$ cat src/rtl/mem_req_arbiter_pkg.sv
// Shared types and widths for the memory request arbiter.
// Package name is mem_arb_pkg; the file follows the block's naming.
package mem_arb_pkg;

    localparam int MEM_ADDR_W = 4;
    localparam int MEM_DATA_W = 32;

    typedef enum logic [1:0] {
        IDLE,
        BUSY,
        DONE
    } arb_state_t;

endpackage

$ cat src/rtl/mem_req_arbiter_rr_pick.sv
// Combinational round-robin picker: first asserted request strictly after 'last', wrapping.
module rr_pick #(
    parameter int N  = 2,
    parameter int IW = (N > 1) ? $clog2(N) : 1
) (
    input  logic [N-1:0]  req,
    input  logic [IW-1:0] last,
    output logic          any,
    output logic [IW-1:0] idx
);

    logic [IW:0] w_cand;

    // One extra bit lets last+i run past N before the wrap-around subtract.
    always_comb begin
        any    = 1'b0;
        idx    = '0;
        w_cand = '0;
        for (int i = 1; i <= N; i++) begin
            w_cand = {1'b0, last} + (IW+1)'(i);
            if (w_cand >= (IW+1)'(N)) begin
                w_cand = w_cand - (IW+1)'(N);
            end
            if (!any && req[w_cand[IW-1:0]]) begin
                any = 1'b1;
                idx = w_cand[IW-1:0];
            end
        end
    end

endmodule

$ cat src/rtl/mem_req_arbiter.sv
// Round-robin arbiter sharing one simple-memory request port between NUM_REQ requesters,
// with a watchdog that force-completes a transaction the memory never acknowledges.
module mem_req_arbiter
    import mem_arb_pkg::*;
#(
    parameter int NUM_REQ = 2,
    parameter int TIMEOUT = 16
) (
    input  logic                          clk,
    input  logic                          reset,
    input  logic [NUM_REQ-1:0]            req_i,
    input  logic [NUM_REQ-1:0]            req_rnw_i,
    input  logic [NUM_REQ*MEM_ADDR_W-1:0] req_addr_i,
    input  logic [NUM_REQ*MEM_DATA_W-1:0] req_wdata_i,
    output logic [NUM_REQ-1:0]            req_ready_o,
    output logic                          req_err_o,
    output logic [MEM_DATA_W-1:0]         req_rdata_o,
    output logic                          mem_req_o,
    output logic                          mem_req_rnw_o,
    output logic [MEM_ADDR_W-1:0]         mem_req_addr_o,
    output logic [MEM_DATA_W-1:0]         mem_req_wdata_o,
    input  logic                          mem_req_ready_i,
    input  logic [MEM_DATA_W-1:0]         mem_req_rdata_i
);

    localparam int IDX_W = $clog2(NUM_REQ);
    localparam int TMR_W = (TIMEOUT > 0) ? $clog2(TIMEOUT + 1) : 1;

    arb_state_t       r_state;
    logic [IDX_W-1:0] r_lastGnt;
    logic [IDX_W-1:0] r_gnt;
    logic [TMR_W-1:0] r_timer;

    logic             w_any;
    logic [IDX_W-1:0] w_pickIdx;
    logic             w_timeout;

    rr_pick #(
        .N  (NUM_REQ),
        .IW (IDX_W)
    ) u_rrPick (
        .req  (req_i),
        .last (r_lastGnt),
        .any  (w_any),
        .idx  (w_pickIdx)
    );

    assign w_timeout = (TIMEOUT != 0) && (r_timer == TMR_W'(TIMEOUT - 1));

    // Memory ready beats the watchdog when both land in the same cycle.
    always_ff @(posedge clk) begin
        if (reset) begin
            r_state         <= IDLE;
            r_lastGnt       <= IDX_W'(NUM_REQ - 1);
            r_gnt           <= '0;
            r_timer         <= '0;
            mem_req_o       <= 1'b0;
            mem_req_rnw_o   <= 1'b0;
            mem_req_addr_o  <= '0;
            mem_req_wdata_o <= '0;
            req_ready_o     <= '0;
            req_err_o       <= 1'b0;
            req_rdata_o     <= '0;
        end else begin
            case (r_state)
                IDLE: begin
                    if (w_any) begin
                        r_gnt           <= w_pickIdx;
                        mem_req_rnw_o   <= req_rnw_i[w_pickIdx];
                        mem_req_addr_o  <= req_addr_i[w_pickIdx*MEM_ADDR_W +: MEM_ADDR_W];
                        mem_req_wdata_o <= req_wdata_i[w_pickIdx*MEM_DATA_W +: MEM_DATA_W];
                        mem_req_o       <= 1'b1;
                        r_timer         <= '0;
                        r_state         <= BUSY;
                    end
                end
                BUSY: begin
                    if (mem_req_ready_i || w_timeout) begin
                        mem_req_o   <= 1'b0;
                        req_ready_o <= NUM_REQ'(1) << r_gnt;
                        req_err_o   <= !mem_req_ready_i;
                        if (!mem_req_ready_i) begin
                            req_rdata_o <= '0;
                        end else if (mem_req_rnw_o) begin
                            req_rdata_o <= mem_req_rdata_i;
                        end
                        r_lastGnt   <= r_gnt;
                        r_state     <= DONE;
                    end else if (r_timer != '1) begin
                        r_timer <= r_timer + 1'b1;
                    end
                end
                DONE: begin
                    req_ready_o <= '0;
                    req_err_o   <= 1'b0;
                    r_state     <= IDLE;
                end
                default: begin
                    r_state <= IDLE;
                end
            endcase
        end
    end

endmodule

$ cat config.mk
export PLATFORM = sky130hd
export DESIGN_NAME = mem_req_arbiter
export DESIGN_NICKNAME = d
export VERILOG_FILES = /design/src/rtl/mem_req_arbiter_pkg.sv /design/src/rtl/mem_req_arbiter_rr_pick.sv /design/src/rtl/mem_req_arbiter.sv
export SDC_FILE = /design/constraint.sdc
export NUM_CORES = 1
export LEC_CHECK = 0
export CELL_PAD_IN_SITES_DETAIL_PLACEMENT = 0
export CELL_PAD_IN_SITES_GLOBAL_PLACEMENT = 1
export CORE_AREA = 2 2 115 117
export CTS_CLUSTER_DIAMETER = 40
export DETAILED_ROUTE_END_ITERATION = 7
export DIE_AREA = 0 0 117 119
export GPL_TIMING_DRIVEN = 1
export PLACE_DENSITY_LB_ADDON = 0.1
export SLEW_MARGIN = 20
export SYNTH_ARGS = -nofsm -noshare
export SYNTH_HDL_FRONTEND = slang
export SYNTH_SLANG_ARGS = --single-unit
$ cat constraint.sdc
create_clock -name clk -period 2.9 [get_ports clk]
set_input_delay 0.58 -clock clk [delete_from_list [all_inputs] [get_ports clk]]
set_output_delay 0.58 -clock clk [all_outputs]
set_load 0.1 [all_outputs]
# Word-level counts from Yosys, hierarchy flattened
# Cells that the tools add are included.
# word_totals
regBits	82
input_bits	111
output_inout_bits	73
elab_cells	75
# op_classes
add_sub_neg	5
magnitude_cmp	5
n_eq_ne	9
shift	3
mux	28
n_reduce_logical	14
# ops
op	count
$mux 32	2
$shiftx 64x7->32	1
$mux 1	15
$mux 5	3
$pmux 5 s2	1
$ne 2x2->1 const B	4
$pmux 2 s2	2
$reduce_and 2->1	4
$shiftx 8x4->4	1
$lt 1x2->1 const B	3
$mux 2	3
$reduce_and 3->1	2
$add 5x1->5 const B	1
$eq 5x4->1 const B	1
$ne 5x5->1 const B	1
$ge 2x2->1 const B	2
$pmux 1 s2	2
$reduce_and 4->1	1
$reduce_bool 2->1	2
$add 1x1->2 const B	1
$add 1x2->2 const B	1
$eq 2x1->1 const B	1
$eq 2x2->1 const B	1
$logic_not 1->1	2
6 further kinds	7

# Logic depth before layout (Yosys ltp)
# Gate-level depths: netlist (run 1).
# depth
depth_word	11
ltp_mapped	7
mapped_depth_nobuf	6

# Modules after synthesis
# Synthesis (run 1) repeated with hierarchy kept, for this count alone.
# unflattened
hier_cells	383
area_unflattened_um2	3407.0
# modules_own_cells
module	instances	cells_each	area_per_inst_um2	seq_area_each_um2
mem_req_arbiter	1	381	3393.3	1641.6
rr_pick	1	2	13.8	0.0

# Worst setup path before layout (run 1)
# Ideal clock, no wire load.
# synth_path
kind	register to register
start	reg r_timer[0]
end	reg r_timer[3]
setup_time_ns	0.074
t_arrival_ns	2.132
required_time_ns	2.826
path_slack_ns	0.694
path_stages_with_launch	8
n_path_buf	1
synth_period_minus_slack_ns	2.206
cell_sequence	dfxtp_1 > ha_1 > and3_1 > ha_1 > or4b_1 > clkbuf_2 > or4_1 > a31oi_1
# synth_between
elab_chain_len	4
elab_cells_between_ends	10
classes_between	add/sub (1); eq/ne (4); mux (3); reduce/logical (2)
# synth_rtl
element	line_no	text
from (decl)	mem_req_arbiter.sv:32	logic [TMR_W-1:0] r_timer;
from (signal assigned)	mem_req_arbiter.sv:90	r_timer <= r_timer + 1'b1;
$add 5x1->5 / $eq 5x4->1 (equally long branches)	mem_req_arbiter.sv:90, mem_req_arbiter.sv:48	
$mux 5 / $logic_or 1x1->1 (equally long branches)	mem_req_arbiter.sv:89, mem_req_arbiter.sv:78	
$mux 5 / $ne 2x2->1 (equally long branches)	-	
$pmux 5 s2 / $reduce_and 4->1 (equally long branches)	-	
# Parallel ways exist; a longest one is shown, timed or not. The select of a mux whose other input is x is not followed.
# A chain may end at the register's enable or synchronous reset.

# Worst setup path in the final report (run 1)
# Same ends and word-level chain as after synthesis.

==> results_dict.tcl, run 1 <==
set metrics [dict create \
    status "complete, no violations" \
    coreArea_um2 12900 \
    tightest_slew_ns 0.974 \
    synth_common_cells "dfxtp_1, a21oi_1, a211oi_1, mux2i_1, o21ai_0" \
    async_flop_share_pct 0 \
    clock_latency_ns 0.33 \
    ioPinCount 184 \
    postSynthAreaPerCell_um2 8.93 \
    crit_fanout 8 \
    wl_per_cell_um 14.4 \
    clock_path_buffers 2 \
    routabilityCongestion 0.715 \
    drc 0 \
    grt_pass1_vias 3274 \
    via_per_inst 4.69 \
    worstHoldPathType "reg2reg" \
    cts_tree "done" \
    clock_skew_ns 0.00629 \
    die_area_um2 13900 \
    grt_max_degree 47 \
    firstDrtPassIters 4 \
    syn_area_um2 3460 \
    post_cts_resize_count 0 \
    vias 3427 \
    max-cap-violations 0 \
    clk_pin_slew_worst_paths_ns 0.06 \
    p_per_area_nw_per_um2 634 \
    yosys_most_used_dff "dfxtp_1" \
    syn_inst 387 \
    rsz0062_at_grt "no" \
    hold_viol 0 \
    yosysSeqAreaShare_pct 47.5 \
    fill_cells 1338 \
    die_x_um 117 \
    finalSetupViolCount 0 \
    maxSlewViolCount 0 \
    num_rows 42 \
    cts-root-buf "clkbuf_16" \
    leakagePower_uw 0.00213 \
    drt_iter0_markers 134 \
    vdd_drop_max_mv 0.264 \
    pre_cts_ws_ns 0.342 \
    antenna_found_initial 0 \
    nNetsFinal 664 \
    num_antenna_cells 0 \
    dp.final_hpwl_um 7220 \
    cts_hold_buf 0 \
    worst-setup-path-type "reg2reg" \
    timing.fmax_ghz 0.419 \
    grt_pass1_wl_um 16400 \
    cts_max_level 3 \
    synth_area_leader_cell "dfxtp_1" \
    track_usage_pct 14.9 \
    globalRouteOverflowTotal 0 \
    start_util_pct 26.9 \
    synth-edff-count 0 \
    setup_ws_ns 0.513 \
    yosys_warnings 0 \
    wirelength_um 10500 \
    cts_made_buffers 9 \
    finalSetupTns_ns 0 \
    postCtsSetupRepairBufs 0 \
    die-height_um 119 \
    synthMostInstantiatedCell "dfxtp_1" \
    port_buffers 183 \
    required_ns 3.15 \
    area_growth_pct 61.9 \
    synth_top_area_share_pct 47.5 \
    syn_nets 501 \
    end_kind "register" \
    maxSlewHeadroom_pct 34.9 \
    startpoint_type "register" \
    final_layout_size_suffix_gt1_share_pct 18.6 \
    ant_nets 0 \
    ys_types 35 \
    min_period_ns 2.39 \
    ys_top_cells_by_area "dfxtp_1, a21oi_1, mux2i_1, a211oi_1, o21ai_0" \
    worstPathArrival_ns 2.64 \
    cts_sinks 82 \
    post-route-period-util_pct 82.3 \
    ys_ff_latch 82 \
]
==> metrics by stage <==
stage          instance area, um2  hold slack, ns  power [uW]  util, %  std cells
6_report                     5600           0.474        3550     43.5        731
5_1_grt                      5600           0.492        3690     43.5        731
4_1_cts                      5600           0.476        3600     43.5        731
3_5_place_dp                 5280           0.468        2360     41.0        715
3_3_place_gp                 5270           0.461        2350     41.0        715
2_1_floorplan                3460           0.463        2010        -        387
==> state kept, by name (all words and copies together) (netlist names), 2 cells and up <==
register and cells:
r_state 2, req_rdata_o 32, mem_req_wdata_o 32, r_timer 5, req_ready_o 2, mem_req_addr_o 4
==> area by class of cell <==
type / instances / area (um2) / share of cell area [%]
tap: 176 / 220 / 3.94
clock inverter: 5 / 77.6 / 1.39
multi-input combinational: 265 / 1680 / 30.1
inverter: 2 / 7.51 / 0.134
sequential: 82 / 1640 / 29.3
timing repair buffer: 190 / 1720 / 30.8
clock buffer: 11 / 243 / 4.34
==> worst max-delay path, stage by stage, from the launching register on <==
cell and delay (ns):
dfxtp_1 0.33, ha_1 0.23, and3_1 0.20, ha_1 0.24, or4b_1 0.63, or4_1 0.51
a31oi_1 0.17
==> cells by family (layout without fill, tap and decap cells) <==
kind of cell    Yosys count  in the layout  share of synthesized area (%)
fa+ha+maj                 3              3                           1.09
flops                    82             82                           47.5
compound gates          162            162                           26.9
mux                      38             38                           11.0
buf+inv                  40            208                           4.63
simple gates             62             62                           8.87
==> layout by cell type, fill, tap and decap left out, drive strengths merged, types with 3 or more instances in the layout <==
cell             n
a211oi          38
a21oi           77
buf             81
clkbuf          11
clkdlybuf4s50  109
dfxtp           82
ha               3
mux2i           38
nand2           35
nand3            3
nand3b           3
nor2             4
o21ai           37
o221ai           3
==> where the power goes <==
part / leakage, uW / switching (uW) / total (uW) / internal (uW)
combinational: 0.00130 / 749 / 1070 / 324
sequential: 0.000672 / 47.2 / 1250 / 1200
clock: 0.000156 / 447 / 1220 / 775
==> layer usage <==
layer  vias to the layer above  global-route usage (%)  wire [um]
li1                       1736                       -          -
met1                      1560                    18.9       4870
met2                       122                    23.4       4550
met3                         9                    5.19        942
met4                         0                    5.07        141
met5                         -                       0          0
==> worst paths after layout <==
kind,start,endpoint,slack (ns),cells past startpoint
worst max register to register,r_timer[0],r_timer[3],0.51,6
worst max-delay path,r_timer[0],r_timer[3],0.51,6
worst min register to register,req_rdata_o[13],req_rdata_o[13],0.47,2
worst min-delay path,req_rdata_o[13],req_rdata_o[13],0.47,2
(Power assumes the default switching activity.)
==> inputs of run 2 (changes only) <==
==> constraint.sdc (replaced) <==
create_clock -name clk -period 2.4 [get_ports clk]
set_input_delay 0.48 -clock clk [delete_from_list [all_inputs] [get_ports clk]]
set_output_delay 0.48 -clock clk [all_outputs]
set_load 0.1 [all_outputs]
==> results_dict.tcl, run 2 (same netlist as run 1, synthesis figures left out) <==
set metrics [dict create \
    vias 3391 \
    area_growth_pct 61.6 \
    post_cts_resize_count 0 \
    die_x_um 117 \
    cts_max_level 3 \
    hold_viol 0 \
    crit_fanout 5 \
    final_layout_size_suffix_gt1_share_pct 18.7 \
    final_common_cell "clkdlybuf4s50_1" \
    routabilityCongestion 0.700 \
    wl_per_cell_um 13.9 \
    num_antenna_cells 0 \
    port_buffers 183 \
    worstPathArrival_ns 2.48 \
    grt_pass1_wl_um 16200 \
    status "complete, no violations" \
    wirelength_um 10200 \
    clock_path_buffers 2 \
    die-height_um 119 \
    postCtsSetupRepairBufs 0 \
    drt_iter0_markers 128 \
    pre_cts_ws_ns 0.106 \
    cts-root-buf "clkbuf_16" \
    grt_pass1_vias 3210 \
    cts_hold_buf 0 \
    clock_latency_ns 0.33 \
    finalPower_uw 4210 \
    leakagePower_uw 0.00214 \
    finalSetupViolCount 0 \
    ioPinCount 184 \
    worst-setup-path-type "reg2reg" \
    die_area_um2 13900 \
    hold_slack_ns 0.474 \
    tightest_slew_ns 0.908 \
    ant_nets 0 \
    globalRouteOverflowTotal 0 \
    drc 0 \
    maxSlewViolCount 0 \
    required_ns 2.65 \
    finalSetupTns_ns 0 \
    fill_cells 1297 \
    max-cap-violations 0 \
    placedCellCount 719 \
    rsz0062_at_grt "no" \
    cts_tree "done" \
    coreArea_um2 12900 \
    startpoint_type "register" \
    num_rows 42 \
    start_util_pct 26.9 \
    end_kind "register" \
    antenna_found_initial 0 \
    firstDrtPassIters 4 \
    top_regs "mem_req_wdata_o x32, req_rdata_o x32, r_timer x5" \
    worstHoldPathType "reg2reg" \
    cts_made_buffers 9 \
    final-instance-count-excl-fill 732 \
    vdd_drop_max_mv 0.299 \
    timing.fmax_ghz 0.449 \
    clock_skew_ns 0.00735 \
    clk_pin_slew_worst_paths_ns 0.06 \
    cts_sinks 82 \
    maxSlewHeadroom_pct 39.3 \
    p_per_area_nw_per_um2 754 \
    min_period_ns 2.23 \
    grt_max_degree 40 \
    dp.final_hpwl_um 7210 \
    setup_ws_ns 0.174 \
    nNetsFinal 668 \
    layout_common_cells "clkdlybuf4s50_1, buf_4, dfxtp_1, a21oi_1, a211oi_1" \
    post-route-period-util_pct 92.7 \
    via_per_inst 4.63 \
    track_usage_pct 14.7 \
]
-- run 2: cell count changes in the layout (fill, tap and decap cells not counted), sizes merged --
cell | previous run | this run
clkbuf | 11 | 9
clkinvlp | 1 | 0
buf | 81 | 85
-- run 2: worst paths after layout --
kind | endpoint | from | cells past startpoint | slack (ns)
max | r_timer[3] | r_timer[0] | 6 | 0.17
min | req_rdata_o[31] | req_rdata_o[31] | 2 | 0.47
max reg2reg | r_timer[3] | r_timer[0] | 6 | 0.17
min reg2reg | req_rdata_o[31] | req_rdata_o[31] | 2 | 0.47
-- run 2: stage by stage --
step	cell area [um2]	util [%]
finish	5590	43.4
global placement	5290	41.1
CTS	5590	43.4
global route	5590	43.4
floorplan	3460	-
detailed placement	5290	41.1
-- run 2: critical path, cell delays in order, from the launching register on --
cell     delay (ns)
dfxtp_1        0.34
ha_1           0.23
and3_1         0.20
ha_1           0.24
or4b_1         0.51
or4_1          0.48
a31oi_1        0.16
-- run 2: final cells by class --
| type | count | area [um2] | share of cell area (%) |
|---|---|---|---|
| Timing Repair Buffer | 194 | 1740 | 31.1 |
| Sequential cell | 82 | 1640 | 29.4 |
| Clock inverter | 4 | 70.1 | 1.25 |
| Multi-Input combinational cell | 265 | 1680 | 30.1 |
| Inverter | 2 | 7.51 | 0.134 |
| Clock buffer | 9 | 225 | 4.03 |
| Tap cell | 176 | 220 | 3.94 |
-- run 2: power breakdown --
part / internal (uW) / total, uW / switching [uW]
combinational: 395 / 1300 / 905
sequential: 1460 / 1510 / 56.1
clock: 889 / 1400 / 511
-- run 2: metal layers --
layer	GRT usage [%]	wire length, um
met1	18.2	4490
met2	22.9	4540
met3	5.45	991
met4	5.74	171
met5	0	0
